--- src/rtl/wb_pkg.sv ---
// Shared Wishbone definitions: cycle-type codes and the arbiter's state/master encodings.
package wb_pkg;

    localparam logic [2:0] CTI_CLASSIC = 3'b000;
    localparam logic [2:0] CTI_CONST   = 3'b001;
    localparam logic [2:0] CTI_INC     = 3'b010;
    localparam logic [2:0] CTI_EOB     = 3'b111;

    typedef enum logic [1:0] {
        ST_IDLE  = 2'd0,
        ST_OWN_I = 2'd1,
        ST_OWN_D = 2'd2
    } arb_state_t;

    typedef enum logic {
        M_I = 1'b0,
        M_D = 1'b1
    } master_t;

    function automatic logic is_burst_cti(input logic [2:0] cti);
        return (cti == CTI_CONST) || (cti == CTI_INC);
    endfunction

endpackage

--- src/rtl/wb_arb_watchdog.sv ---
// Stall watchdog: counts cycles of an unanswered strobe and emits a one-cycle expiry pulse.
module wb_arb_watchdog #(
    parameter int CNT_W   = 8,
    parameter int TIMEOUT = 255
) (
    input  logic clk,
    input  logic rst,
    input  logic clr,
    input  logic en,
    output logic expire
);

    logic [CNT_W-1:0] cnt;

    assign expire = en && (cnt == CNT_W'(TIMEOUT));

    // Any break in the stall (or the expiry itself) restarts the count from zero.
    always_ff @(posedge clk or negedge rst) begin
        if (!rst) begin
            cnt <= '0;
        end else if (clr || !en || expire) begin
            cnt <= '0;
        end else begin
            cnt <= cnt + CNT_W'(1);
        end
    end

endmodule

--- src/rtl/wb_mem_arbiter.sv ---
// Two-master (ICMU m0, DCMU m1) to one-slave Wishbone arbiter with cycle-locked grant and stall watchdog.
module wb_mem_arbiter
    import wb_pkg::*;
#(
    parameter int PRIO_MODE = 0,
    parameter int TIMEOUT   = 255,
    parameter int CNT_W     = 8
) (
    input  logic        clk,
    input  logic        rst,
    input  logic        m0_cyc_i,
    input  logic        m0_stb_i,
    input  logic [29:0] m0_addr_i,
    input  logic [2:0]  m0_cti_i,
    input  logic [1:0]  m0_bte_i,
    input  logic [3:0]  m0_sel_i,
    input  logic        m0_we_i,
    input  logic [31:0] m0_data_i,
    output logic [31:0] m0_data_o,
    output logic        m0_ack_o,
    output logic        m0_err_o,
    input  logic        m1_cyc_i,
    input  logic        m1_stb_i,
    input  logic [29:0] m1_addr_i,
    input  logic [2:0]  m1_cti_i,
    input  logic [1:0]  m1_bte_i,
    input  logic [3:0]  m1_sel_i,
    input  logic        m1_we_i,
    input  logic [31:0] m1_data_i,
    output logic [31:0] m1_data_o,
    output logic        m1_ack_o,
    output logic        m1_err_o,
    output logic        s_cyc_o,
    output logic        s_stb_o,
    output logic        s_we_o,
    output logic [29:0] s_addr_o,
    output logic [2:0]  s_cti_o,
    output logic [1:0]  s_bte_o,
    output logic [3:0]  s_sel_o,
    output logic [31:0] s_data_o,
    input  logic [31:0] s_data_i,
    input  logic        s_ack_i,
    input  logic        s_err_i
);

    arb_state_t state;
    master_t    rr_last;
    logic       owning;
    logic       owner_stb;
    logic       wd_en;
    logic       wd_err;

    assign owning    = (state == ST_OWN_I) || (state == ST_OWN_D);
    assign owner_stb = (state == ST_OWN_I) ? m0_stb_i :
                       (state == ST_OWN_D) ? m1_stb_i : 1'b0;
    assign wd_en     = owner_stb && !s_ack_i && !s_err_i;

    wb_arb_watchdog #(
        .CNT_W   (CNT_W),
        .TIMEOUT (TIMEOUT)
    ) u_watchdog (
        .clk    (clk),
        .rst    (rst),
        .clr    (!owning),
        .en     (wd_en),
        .expire (wd_err)
    );

    // Grant is taken only from IDLE and held until the owner drops cyc, so every
    // handover passes through one IDLE cycle and bursts are never split.
    always_ff @(posedge clk or negedge rst) begin
        if (!rst) begin
            state   <= ST_IDLE;
            rr_last <= M_D;
        end else begin
            case (state)
                ST_IDLE: begin
                    if (m0_cyc_i && m1_cyc_i) begin
                        if ((PRIO_MODE != 0) || (rr_last == M_I)) state <= ST_OWN_D;
                        else                                      state <= ST_OWN_I;
                    end else if (m0_cyc_i) begin
                        state <= ST_OWN_I;
                    end else if (m1_cyc_i) begin
                        state <= ST_OWN_D;
                    end
                end
                ST_OWN_I: begin
                    if (!m0_cyc_i) begin
                        state   <= ST_IDLE;
                        rr_last <= M_I;
                    end
                end
                ST_OWN_D: begin
                    if (!m1_cyc_i) begin
                        state   <= ST_IDLE;
                        rr_last <= M_D;
                    end
                end
                default: state <= ST_IDLE;
            endcase
        end
    end

    assign m0_data_o = s_data_i;
    assign m1_data_o = s_data_i;

    always_comb begin
        s_cyc_o  = 1'b0;
        s_stb_o  = 1'b0;
        s_we_o   = 1'b0;
        s_addr_o = '0;
        s_cti_o  = CTI_CLASSIC;
        s_bte_o  = '0;
        s_sel_o  = '0;
        s_data_o = '0;
        m0_ack_o = 1'b0;
        m0_err_o = 1'b0;
        m1_ack_o = 1'b0;
        m1_err_o = 1'b0;
        case (state)
            ST_OWN_I: begin
                s_cyc_o  = m0_cyc_i;
                s_stb_o  = m0_stb_i && !wd_err;
                s_we_o   = m0_we_i;
                s_addr_o = m0_addr_i;
                s_cti_o  = m0_cti_i;
                s_bte_o  = m0_bte_i;
                s_sel_o  = m0_sel_i;
                s_data_o = m0_data_i;
                m0_ack_o = s_ack_i;
                m0_err_o = s_err_i || wd_err;
            end
            ST_OWN_D: begin
                s_cyc_o  = m1_cyc_i;
                s_stb_o  = m1_stb_i && !wd_err;
                s_we_o   = m1_we_i;
                s_addr_o = m1_addr_i;
                s_cti_o  = m1_cti_i;
                s_bte_o  = m1_bte_i;
                s_sel_o  = m1_sel_i;
                s_data_o = m1_data_i;
                m1_ack_o = s_ack_i;
                m1_err_o = s_err_i || wd_err;
            end
            default: ;
        endcase
    end

endmodule

--- config.mk ---
export PLATFORM = sky130hd
export DESIGN_NAME = wb_mem_arbiter
export DESIGN_NICKNAME = d
export VERILOG_FILES = /design/src/rtl/wb_pkg.sv /design/src/rtl/wb_arb_watchdog.sv /design/src/rtl/wb_mem_arbiter.sv
export SDC_FILE = /design/constraint.sdc
export NUM_CORES = 1
export LEC_CHECK = 0
export BUFFER_PORTS_ARGS = -buffer_cell sky130_fd_sc_hd__buf_2
export CAP_MARGIN = 20
export CORE_AREA = 3 3 127 129
export DETAILED_ROUTE_END_ITERATION = 7
export DIE_AREA = 0 0 130 132
export MAX_ROUTING_LAYER = met4
export SLEW_MARGIN = 20
export SYNTH_ARGS = -nofsm -noshare
export SYNTH_HDL_FRONTEND = slang
export SYNTH_SLANG_ARGS = --single-unit
--- constraint.sdc ---
create_clock -name clk -period 2.3 [get_ports clk]
set_clock_uncertainty 0.1 [all_clocks]
set_input_delay 0.575 -clock clk [delete_from_list [all_inputs] [get_ports clk]]
set_output_delay 0.575 -clock clk [all_outputs]
set_load 0.02 [all_outputs]
# Word-level counts from Yosys, hierarchy flattened
# Cells that the tools add are included.
# Widths: inputs -> output; s select.
dict set report word_totals {
  ff_bits 11
  inputBits 184
  output_inout_bits 142
  word_cells 54
}
dict set report op_classes {
  n_addsub 1
  eq_ne 6
  muxes 25
  n_reduce_logical 19
}
# operator n
set op_table {}
lappend op_table {{$pmux 32 s2} 1}
lappend op_table {{$pmux 30 s2} 1}
lappend op_table {{$mux 2} 6}
lappend op_table {{$add 8x1->8 const B} 1}
lappend op_table {{$eq 8x8->1 const B} 1}
lappend op_table {{$mux 1} 8}
lappend op_table {{$mux 8} 1}
lappend op_table {{$pmux 1 s2} 4}
lappend op_table {{$pmux 4 s2} 1}
lappend op_table {{$logic_and 1x1->1} 6}
lappend op_table {{$pmux 2 s3} 1}
lappend op_table {{$pmux 3 s2} 1}
lappend op_table {{$reduce_and 3->1} 2}
lappend op_table {{$logic_not 1->1} 5}
lappend op_table {{$logic_or 1x1->1} 4}
lappend op_table {{$ne 2x2->1 const B} 2}
lappend op_table {{$ne 4x4->1 const B} 1}
lappend op_table {{$pmux 2 s2} 1}
lappend op_table {{$eq 2x1->1 const B} 1}
lappend op_table {{$eq 2x2->1 const B} 1}
lappend op_table {{$logic_not 2->1} 1}
lappend op_table {{$reduce_bool 2->1} 1}

# Longest topological paths before layout
# Gate-level depths: netlist of the first run.
dict set report depth {
  depth_word 9
  depth_mapped 7
}

# Cells and area by module
# Synthesis of the first run repeated with hierarchy kept, for this count alone.
dict set report hier_totals {
  cells_unflattened 308
  area_unflattened_um2 2120.8
}
# mod n_inst cells_each area_per_inst_um2 seq_area_each_um2
set modules_own_cells {}
lappend modules_own_cells {wb_mem_arbiter 1 268 1731.7 76.3}
lappend modules_own_cells {wb_arb_watchdog 1 40 389.1 200.2}

# Least setup slack after synthesis of the first run
# OpenSTA, ideal clock, no wires.
dict set report synth_timing {
  kind {reg-to-output}
  from {register state[0]}
  to {output s_data_o[10]}
  arrival_time_ns 1.647
  t_required_ns 1.625
  slack_ns -0.022
  path_stages_with_launch 8
  path_buffers 3
  cell_sequence {dfrtp_1 -> inv_1 -> ha_1 -> buf_2 -> buf_2 -> buf_1 -> a22oi_1 -> nor2_1}
}
dict set report synth_via {
  elab_chain_len 2
}
# item line_no
set synth_lines {}
lappend synth_lines {{start: declaration} wb_mem_arbiter.sv:46} ;# arb_state_t state;
lappend synth_lines {{start signal: assignment} wb_mem_arbiter.sv:73} ;# state <= ST_IDLE;
lappend synth_lines {{start signal: assignment} wb_mem_arbiter.sv:79} ;# if ((PRIO_MODE != 0) || (rr_last == M_I)) state <= ST_OWN_D;
lappend synth_lines {{start signal: assignment} wb_mem_arbiter.sv:80} ;# else state <= ST_OWN_I;
lappend synth_lines {{$eq 2x2->1 or $eq 2x1->1 (tied branches)} wb_mem_arbiter.sv:120} ;# case (state)
lappend synth_lines {{$pmux 32 s2 *} wb_mem_arbiter.sv:120}
lappend synth_lines {{end: declaration} wb_mem_arbiter.sv:40} ;# output logic [31:0] s_data_o,
# Every way passes the cells marked *; elsewhere a longest branch is shown, timed or not.

# Final worst setup path of the first run
dict set report layout_timing {
  from {register state[0]}
  to {output s_stb_o}
}
dict set report layout_via {
  elab_chain_len 9
}
# item line_no
set layout_lines {}
lappend layout_lines {{$eq 2x2->1} {wb_mem_arbiter.sv:55, wb_mem_arbiter.sv:120}}
lappend layout_lines {{$mux 1} wb_mem_arbiter.sv:55} ;# (state == ST_OWN_D) ? m1_stb_i : 1'b0;
lappend layout_lines {{$mux 1} wb_mem_arbiter.sv:54} ;# assign owner_stb = (state == ST_OWN_I) ? m0_stb_i :
lappend layout_lines {{$logic_and 1x1->1 (2 in series)} wb_mem_arbiter.sv:56} ;# assign wd_en = owner_stb && !s_ack_i && !s_err_i;
lappend layout_lines {{$logic_and 1x1->1} wb_arb_watchdog.sv:15} ;# assign expire = en && (cnt == CNT_W'(TIMEOUT));
lappend layout_lines {{$logic_not 1->1} {wb_mem_arbiter.sv:123, wb_mem_arbiter.sv:135}}
lappend layout_lines {{$logic_and 1x1->1 (on tied branches)} {wb_mem_arbiter.sv:135, wb_mem_arbiter.sv:123}}
lappend layout_lines {{$pmux 1 s2 *} wb_mem_arbiter.sv:120}
lappend layout_lines {{end: declaration} wb_mem_arbiter.sv:34} ;# output logic s_stb_o,
# Marked as above.

==> reports/results.ini, run 1 <==
[global_routing]
grt_most_used_layer = met2
grt_max_degree = 50
gr-usage-met2 = 0.178
globalRouteTotalUtil = 0.107
grt_pass1_vias = 2665
grt_remaining_overflow = 0
antenna_found_initial = 0
grtUsageMet3 = 0.0243
grt_pass1_wl_mm = 14.3
grt_use_met1 = 0.131

[worst_setup_path]
crit_chain = inv_2 > buf_6 > ha_4 > clkinv_8 > buf_4 > a211oi_1 > buf_2
worst_ep_arrival_time_ns = 1.74
criticalPathCategory = flop to output pin
crit_slowest_cell = dfrtp_1
endpoint_kind = output pin
slowest_delay_ns = 0.36
path_max_fanout = 7
cp-start-kind = flop
cp.required_ns = 1.62
crit_buf_inv = 5
path_delay_family = buffers and inverters

[synth]
synth.area.top_cells = a22oi_1, buf_4, nor2_1, dfrtp_1, ha_1
syn_area_um2 = 2080
synth_top_area_share = 0.264
synthesis.nets = 492
synth_top_cell_by_area = a22oi_1
syn_avg_cell_area_um2 = 6.84
seq_area_frac_synth = 0.133
ys_warn_count = 0
ys_ff_latch = 11
synth.distinct_cells = 35
synthCells = 304

[timing]
slew_headroom = 0.766
timing.hold.ws_ns = 0.106
maxSlewViolCount = 0
worst_pin_slew_ns = 0.349
setup_slack_ns = -0.115
rsz0062_at_grt = true
setup_viol = 40
min_period_over_period = 1.05
fmax_mhz = 414
fin_crit_ns = 2.41
hold_violations = 0
finalSetupTns_ns = -1.55

[floorplan]
start_util = 0.137
die_h_um = 132
rows = 45
dieWidth_um = 130
die_area_um2 = 17200
core_um2 = 15100
io-pin-count = 326

[clocking]
clkTransAtPathRegs_ns = 0.04
hold_buffers = 0
insertion_delay_ns = 0.24
numCtsBuffers = 3
cts_buffer_depth = 2
root_buffer = clkbuf_16
cts_tree = done
htree_levels = 1
cts_sinks = 11

[cells_and_area]
multi_input_area_um2 = 1680
antennaDiodeCount = 0
fin_nets = 672
area_delta_synth_final_pct = 108
fillers = 1594
seq_area_um2 = 277
final_util = 0.286
drive_gt1_frac = 0.774

[detailed_routing]
drt_iter0_markers = 173
ant_nets = 0
viasPerCell = 4.42
routed_wl_mm = 12.0
wl_per_cell_um = 17.8
drc = 0
vias = 2967
drtPass1Iterations = 7

[power]
peakVddDrop_v = 0.000327
cellLeakagePower_nw = 1.89
power_density_nw_per_um2 = 1190

[place]
post-dp-hpwl_mm = 7.91
gp_congestion = 0.725
portBuffers = 229

[min_path]
hold_path.class = input port to async pin

[flow_run]
drv_cap = 0

[status]
violations = setup timing
status = finished with violations

[cells in the final DEF, fill, tap and decap left out, drive strengths merged, types with 2 or more instances in the layout]
cell type | synthesis | routed
clkbuf | 10 | 9
nand2 | 5 | 5
a21oi | 2 | 2
o22ai | 2 | 2
a211oi | 3 | 3
o21ai | 3 | 3
a22oi | 73 | 73
nor3 | 3 | 3
and2 | 4 | 4
nand3 | 4 | 4
dfrtp | 10 | 10
or3 | 3 | 3
xor2 | 2 | 2
buf | 80 | 260
ha | 4 | 4
a31o | 2 | 2
inv | 7 | 6
nor2 | 75 | 75
[power by group]
| part | switching (mW) | internal (mW) | total, mW |
|---|---|---|---|
| Combinational | 2.48 | 2.11 | 4.59 |
| Sequential | 0.0162 | 0.225 | 0.241 |
| Clock | 0.0808 | 0.232 | 0.313 |
[worst paths after layout]
path,from,endpoint,slack (ns),cells past startpoint
setup / recovery,state[0]$_DFFE_PN0P_,s_stb_o,-0.11,7
setup reg to reg,state[0]$_DFFE_PN0P_,u_watchdog.cnt[5]$_DFF_PN0_,0.26,7
min in group clk,u_watchdog.cnt[0]$_DFF_PN0_,u_watchdog.cnt[0]$_DFF_PN0_,0.39,1
max in group asynchronous,rst,rr_last$_DFFE_PN1P_,1.73,1
hold / removal,rst,u_watchdog.cnt[6]$_DFF_PN0_,0.11,1
hold reg to reg,u_watchdog.cnt[0]$_DFF_PN0_,u_watchdog.cnt[0]$_DFF_PN0_,0.39,1
[state kept, by name, summed over array words and instances (netlist names)]
name,count
u_watchdog.cnt,8
state,2
rr_last,1
[cell type report]
cell class / instances / area share
timing repair buffer: 265 / 0.466
clock buffer: 4 / 0.0182
sequential: 11 / 0.0639
tap: 188 / 0.0544
inverter: 7 / 0.00896
multi-input combinational: 196 / 0.389
[what timing repair did]
action                                 4_1_cts  5_1_grt
setup buffers                                3        8
cloned                                       2        9
resized for setup                           50      175
endpoints found under the hold margin        0        0
setup endpoints to repair                   77       77
pin swaps                                    4       11
[cell usage after synthesis]
master / number
buf_1: 12
a31o_2: 2
dfrtp_1: 10
a22o_1: 1
or3_1: 3
buf_6: 1
a32oi_1: 1
buf_4: 64
a211oi_1: 2
clkbuf_1: 10
dfstp_2: 1
inv_1: 7
a31oi_1: 1
o22ai_1: 2
buf_2: 3
o21ai_0: 3
ha_1: 4
nor3_1: 2
nor2_1: 75
a22oi_1: 73
mux2i_1: 1
nand4_1: 1
a32o_1: 1
a21oi_1: 2
nand3b_4: 1
nand2_1: 5
and2_1: 4
a211oi_2: 1
xnor2_1: 1
nand3_1: 4
xor2_1: 2
a2111o_1: 1
nor3b_1: 1
a21o_1: 1
nor3_2: 1
[per-layer routing]
metal,vias to the layer above,part of all wire
li1,1381,-
met1,1395,0.41
met2,168,0.50
met3,23,0.081
met4,0,0.013
met5,-,0
[stage by stage]
step	worst slack [ns]	instance area, um2	power, mW	cells
floorplan	-0.0217	2140	2.12	304
global placement	-0.0626	3120	3.03	646
detailed placement	-0.0840	3120	3.02	646
CTS	-0.0806	3460	3.85	655
global route	-0.179	4330	5.44	671
finish	-0.115	4330	5.14	671
[kinds of logic after synthesis]
| kind of cell | after synthesis | share of synthesized area |
|---|---|---|
| buf+inv | 97 | 0.296 |
| simple gates | 97 | 0.201 |
| compound gates | 91 | 0.329 |
| flops | 11 | 0.133 |
| fa+ha+maj | 4 | 0.0241 |
| xor+xnor | 3 | 0.0126 |
| mux | 1 | 0.00481 |
Note: power is estimated with default switching activity, not from simulation.
==> run 2, diff against run 1 <==
BUFFER_PORTS_ARGS = -buffer_cell sky130_fd_sc_hd__clkbuf_2   (was -buffer_cell sky130_fd_sc_hd__buf_2)
==> run 2 against run 1 <==
Effect of this change:
- the run still ends with setup timing left
- global-route usage increased by 0.21 points
- highest routed layer unchanged
- wire length increased by 3.4%
- critical path type unchanged
- critical endpoint is now m0_err_o
- via count increased by 0.81%
- first-iteration DRC count decreased by 27%
==> reports/results.ini, run 2 (synthesis results as in run 1) <==
[status]
status = finished with violations  ; unchanged
violations = setup timing  ; unchanged

[timing]
worst_pin_slew_ns = 0.365  ; was 0.349 ns
maxSlewViolCount = 0  ; unchanged
slew_headroom = 0.756  ; was 0.766
finalSetupTns_ns = -4.42  ; was -1.55 ns
setup_viol = 75  ; was 40
setup_slack_ns = -0.174  ; was -0.115 ns
fmax_mhz = 404  ; was 414 MHz
rsz0062_at_grt = true  ; unchanged
min_period_over_period = 1.08  ; was 1.05
timing.hold.ws_ns = 0.102  ; was 0.106 ns
fin_crit_ns = 2.47  ; was 2.41 ns
hold_violations = 0  ; unchanged

[min_path]
hold_path.class = input port to async pin  ; unchanged

[worst_setup_path]
cp.required_ns = 1.62  ; about the same
cp-start-kind = flop  ; unchanged
r2r_slack_ns = 0.19  ; was 0.26 ns
worstRegToRegCells = 7  ; unchanged
worst_ep_arrival_time_ns = 1.80  ; was 1.74 ns
criticalPathCategory = flop to output pin  ; unchanged
path_max_fanout = 5  ; was 7
r2r_start = state[0]$_DFFE_PN0P_  ; unchanged
reg2reg_to = u_watchdog.cnt[5]$_DFF_PN0_  ; unchanged
endpoint_kind = output pin  ; unchanged

[global_routing]
grt_max_degree = 50  ; unchanged
globalRouteTotalUtil = 0.109  ; was 0.107
grt_remaining_overflow = 0  ; unchanged
grt_pass1_wl_mm = 14.4  ; was 14.3 mm
antenna_found_initial = 0  ; unchanged
grt_pass1_vias = 2589  ; was 2665

[cells_and_area]
reg_top3 = u_watchdog.cnt x8, state x2, rr_last x1  ; unchanged
largest_register_ffs = 8  ; unchanged
fin_nets = 676  ; was 672
final_common_cell = clkbuf_2  ; was buf_2
final_util = 0.299  ; was 0.286
drive_gt1_frac = 0.793  ; was 0.774
final_area_um2 = 4540  ; was 4330 um2
largest-register = u_watchdog.cnt  ; unchanged
final_cells = 675  ; was 671
final_cell_mix = clkbuf_2, buf_6, a22oi_2  ; was buf_2, buf_4, a22oi_2, buf_6, a22oi_1
antennaDiodeCount = 0  ; unchanged
area_delta_synth_final_pct = 118  ; was 108%

[floorplan]
start_util = 0.137  ; unchanged
io-pin-count = 326  ; unchanged
rows = 45  ; unchanged
die_h_um = 132  ; unchanged
core_um2 = 15100  ; unchanged
die_area_um2 = 17200  ; unchanged
dieWidth_um = 130  ; unchanged

[power]
peakVddDrop_v = 0.000508  ; was 0.000327 V
cellLeakagePower_nw = 1.96  ; was 1.89 nW
power_density_nw_per_um2 = 1240  ; was 1190 nW/um2
p_total_mw = 5.61  ; was 5.14 mW

[detailed_routing]
wl_per_cell_um = 18.3  ; was 17.8 um
viasPerCell = 4.43  ; was 4.42
drt_iter0_markers = 127  ; was 173
vias = 2991  ; was 2967
drtPass1Iterations = 4  ; was 7
ant_nets = 0  ; unchanged
drc = 0  ; unchanged
routed_wl_mm = 12.4  ; was 12.0 mm

[clocking]
numCtsBuffers = 3  ; unchanged
cts_sinks = 11  ; unchanged
cts_buffer_depth = 2  ; unchanged
hold_buffers = 0  ; unchanged
root_buffer = clkbuf_16  ; unchanged
clkTransAtPathRegs_ns = 0.04  ; about the same
cts_tree = done  ; unchanged
htree_levels = 1  ; unchanged
insertion_delay_ns = 0.24  ; about the same

[place]
pre_cts_ws_ns = -0.140  ; was -0.0840 ns
post-dp-hpwl_mm = 8.06  ; was 7.91 mm
portBuffers = 229  ; unchanged
gp_congestion = 0.740  ; was 0.725
placedCellCount = 647  ; was 646
place_area_um2 = 3110  ; was 3120 um2

[flow_run]
drv_cap = 0  ; unchanged

## run 2: worst max path at each step
stage	from	to	slack (ns)	cells after the start
finish	state[0]$_DFFE_PN0P_	m0_err_o	-0.17	6
global route	state[1]$_DFFE_PN0P_	s_data_o[21]	-0.20	7
CTS	state[0]$_DFFE_PN0P_	m0_err_o	-0.13	6
detailed placement	state[1]$_DFFE_PN0P_	m0_err_o	-0.14	6
global placement	state[1]$_DFFE_PN0P_	m1_err_o	-0.08	6
floorplan	state[0]$_DFFE_PN0P_	s_data_o[24]	-0.02	7
## run 2: worst max-delay path, stage by stage (launching register included)
cell and delay [ns]:
dfrtp_1 0.40, buf_6 0.13, ha_4 0.18, nand3b_4 0.17
a211oi_4 0.32, a31o_2 0.23, buf_8 0.12
## run 2: area by class of cell
type,count,area (um2)
fill,1587,10600
sequential,11,277
inverter,7,38.8
multi-input combinational,196,1750
timing repair buffer,268,2140
tap,188,235
clock buffer,4,78.8
timing repair inverter,1,11.3
## run 2: metal layers
metal,track usage,part of all wire,vias to the layer above
met5,-,0,-
met4,0.0283,0.015,0
met3,0.0243,0.095,28
met2,0.185,0.50,185
met1,0.130,0.39,1391
li1,-,-,1387
## run 2: where the power goes
group,internal (mW),switching (mW)
sequential,0.225,0.0229
combinational,2.34,2.70
clock,0.232,0.0847
## run 2: repair_timing
action / CTS / global route
buffers inserted: 3 / 11
setup endpoints to repair: 78 / 79
pin swaps: 4 / 23
resized for setup: 73 / 258
gates cloned: 2 / 10
==> run 3, diff against run 2 <==
CORE_AREA = 3 3 125 127   (was 3 3 127 129)
DIE_AREA = 0 0 128 130   (was 0 0 130 132)
==> run 3 against run 2 <==
Effect of this change:
- the flow still finishes with violations (setup timing)
- highest routed layer unchanged
- via count down 4.1%
- non-clock buffer count down 12
- final cell count down 2.5%
- critical path depth up 1
- count of clock-buffer cells in the layout unchanged
- sequential share of layout area up 1.1 points
- critical endpoint is now m1_err_o
- utilization down 3.4 points
- worst hold slack better by 0.0027 ns
- setup slack better by 0.12 ns
- clock power about the same
==> reports/results.ini, run 3 (synthesis results as in run 1) <==
[status]
status = finished with violations  ; unchanged
violations = setup timing  ; unchanged

[worst_setup_path]
endpoint = m1_err_o  ; was m0_err_o
r2r_slack_ns = 0.29  ; was 0.19 ns
worstRegToRegCells = 7  ; unchanged
path_max_fanout = 4  ; was 5
r2r_start = state[0]$_DFFE_PN0P_  ; unchanged
worst_ep_arrival_time_ns = 1.68  ; was 1.80 ns
criticalPathCategory = flop to output pin  ; unchanged
setup.worst_path.start = state[0]$_DFFE_PN0P_  ; unchanged
endpoint_kind = output pin  ; unchanged
cp-start-kind = flop  ; unchanged
cp.required_ns = 1.62  ; about the same
reg2reg_to = u_watchdog.cnt[5]$_DFF_PN0_  ; unchanged

[place]
gp_congestion = 0.763  ; was 0.740
place_area_um2 = 3100  ; was 3110 um2
portBuffers = 229  ; unchanged
post-dp-hpwl_mm = 7.60  ; was 8.06 mm

[cells_and_area]
fin_nets = 663  ; was 676
fillers = 1614  ; was 1587
largest-register = u_watchdog.cnt  ; unchanged
area_delta_synth_final_pct = 85.5  ; was 118%
largest_register_ffs = 8  ; unchanged
final_cell_mix = clkbuf_2, a22oi_1, nor2_1  ; was clkbuf_2, buf_6, a22oi_2
reg_top3 = u_watchdog.cnt x8, state x2, rr_last x1  ; unchanged
drive_gt1_frac = 0.660  ; was 0.793
final_area_um2 = 3860  ; was 4540 um2
antennaDiodeCount = 0  ; unchanged
final_common_cell = clkbuf_2  ; unchanged

[floorplan]
core_um2 = 14500  ; was 15100 um2
die_h_um = 130  ; was 132 um
dieWidth_um = 128  ; was 130 um
start_util = 0.143  ; was 0.137
io-pin-count = 326  ; unchanged
rows = 44  ; was 45
die_area_um2 = 16600  ; was 17200 um2

[detailed_routing]
drc = 0  ; unchanged
ant_nets = 0  ; unchanged
routed_wl_mm = 10.4  ; was 12.4 mm
vias = 2868  ; was 2991
drt_iter0_markers = 111  ; was 127
wl_per_cell_um = 15.9  ; was 18.3 um
drtPass1Iterations = 4  ; unchanged
viasPerCell = 4.36  ; was 4.43

[global_routing]
grt_max_degree = 43  ; was 50
antenna_found_initial = 0  ; unchanged
grt_pass1_vias = 2535  ; was 2589
grt_pass1_wl_mm = 13.9  ; was 14.4 mm
globalRouteTotalUtil = 0.110  ; was 0.109
grt_remaining_overflow = 0  ; unchanged

[timing]
timing.hold.ws_ns = 0.105  ; was 0.102 ns
fmax_mhz = 425  ; was 404 MHz
rsz0062_at_grt = true  ; unchanged
setup_slack_ns = -0.0515  ; was -0.174 ns
setup_viol = 26  ; was 75
fin_crit_ns = 2.35  ; was 2.47 ns
min_period_over_period = 1.02  ; was 1.08
worst_pin_slew_ns = 0.353  ; was 0.365 ns
hold_violations = 0  ; unchanged
slew_headroom = 0.765  ; was 0.756
maxSlewViolCount = 0  ; unchanged

[clocking]
cts_buffer_depth = 2  ; unchanged
clkTransAtPathRegs_ns = 0.04  ; about the same
numCtsBuffers = 3  ; unchanged
root_buffer = clkbuf_16  ; unchanged
htree_levels = 1  ; unchanged
cts_tree = done  ; unchanged
insertion_delay_ns = 0.24  ; about the same
cts_sinks = 11  ; unchanged

[power]
p_total_mw = 4.38  ; was 5.61 mW
clockPowerShare = 0.073  ; was 0.057
power_density_nw_per_um2 = 1130  ; was 1240 nW/um2
peakVddDrop_v = 0.000394  ; was 0.000508 V
internal_power_mw = 2.17  ; was 2.80 mW
p_comb_frac = 0.872  ; was 0.899
p_switching_mw = 2.21  ; was 2.81 mW
switching_share = 0.504  ; was 0.501
cellLeakagePower_nw = 1.82  ; was 1.96 nW
pwr-share-seq = 0.055  ; was 0.044

[min_path]
hold_path.class = input port to async pin  ; unchanged

[flow_run]
drv_cap = 0  ; unchanged

[run 3: how the worst min path moves through the flow]
stage | start | endpoint | depth (start not counted)
6_report | rst | u_watchdog.cnt[4]$_DFF_PN0_ | 1
5_1_grt | rst | u_watchdog.cnt[4]$_DFF_PN0_ | 1
4_1_cts | rst | state[0]$_DFFE_PN0P_ | 1
3_5_place_dp | rst | u_watchdog.cnt[4]$_DFF_PN0_ | 1
3_3_place_gp | rst | u_watchdog.cnt[4]$_DFF_PN0_ | 1
2_1_floorplan | rst | state[0]$_DFFE_PN0P_ | 0
[run 3: timing repair]
item,in CTS,in global routing
buffers inserted,1,1
gates cloned,4,3
pin swaps,3,2
endpoints found under the setup margin,77,76
gates resized for setup,102,51
hold buffers,0,0
[run 3: layout make-up]
cell class              count  area [um2]  share of cell area
repair buffers            256        1820               0.473
multi-input cells         196        1420               0.367
flip-flops and latches     11         277              0.0717
well taps                 184         230              0.0597
clock buffers               4        78.8              0.0204
inverters                   7        33.8             0.00876
[run 3: power by group through the flow]
stage / Clock [mW] / Combinational [mW] / Sequential [mW]
floorplan: 0 / 1.88 / 0.240
finish: 0.317 / 3.82 / 0.241
global placement: 0 / 2.65 / 0.243
detailed placement: 0 / 2.67 / 0.244
global route: 0.350 / 4.06 / 0.246
CTS: 0.327 / 3.55 / 0.241
[run 3: per-layer routing]
layer | part of all wire | GRT usage
met2 | 0.49 | 0.184
met5 | 0 | -
met4 | 0.034 | 0.0418
met3 | 0.097 | 0.0246
met1 | 0.38 | 0.130
[run 3: critical path, stage by stage (launching register included)]
cell and delay (ns):
dfrtp_1 0.38, buf_6 0.13, ha_4 0.17, nand3b_4 0.16, a211oi_2 0.18, buf_4 0.17, a31o_4 0.16, buf_8 0.11
[run 3: per-stage QoR]
step / TNS (ns) / cells / worst slack, ns / util
global placement: 0 / 645 / 0.0228 / 0.214
floorplan: -0.117 / 304 / -0.0217 / -
finish: -0.470 / 658 / -0.0515 / 0.265
CTS: -2.15 / 654 / -0.0717 / 0.252
detailed placement: -0.00480 / 645 / -0.00480 / 0.214
global route: -5.77 / 658 / -0.160 / 0.265
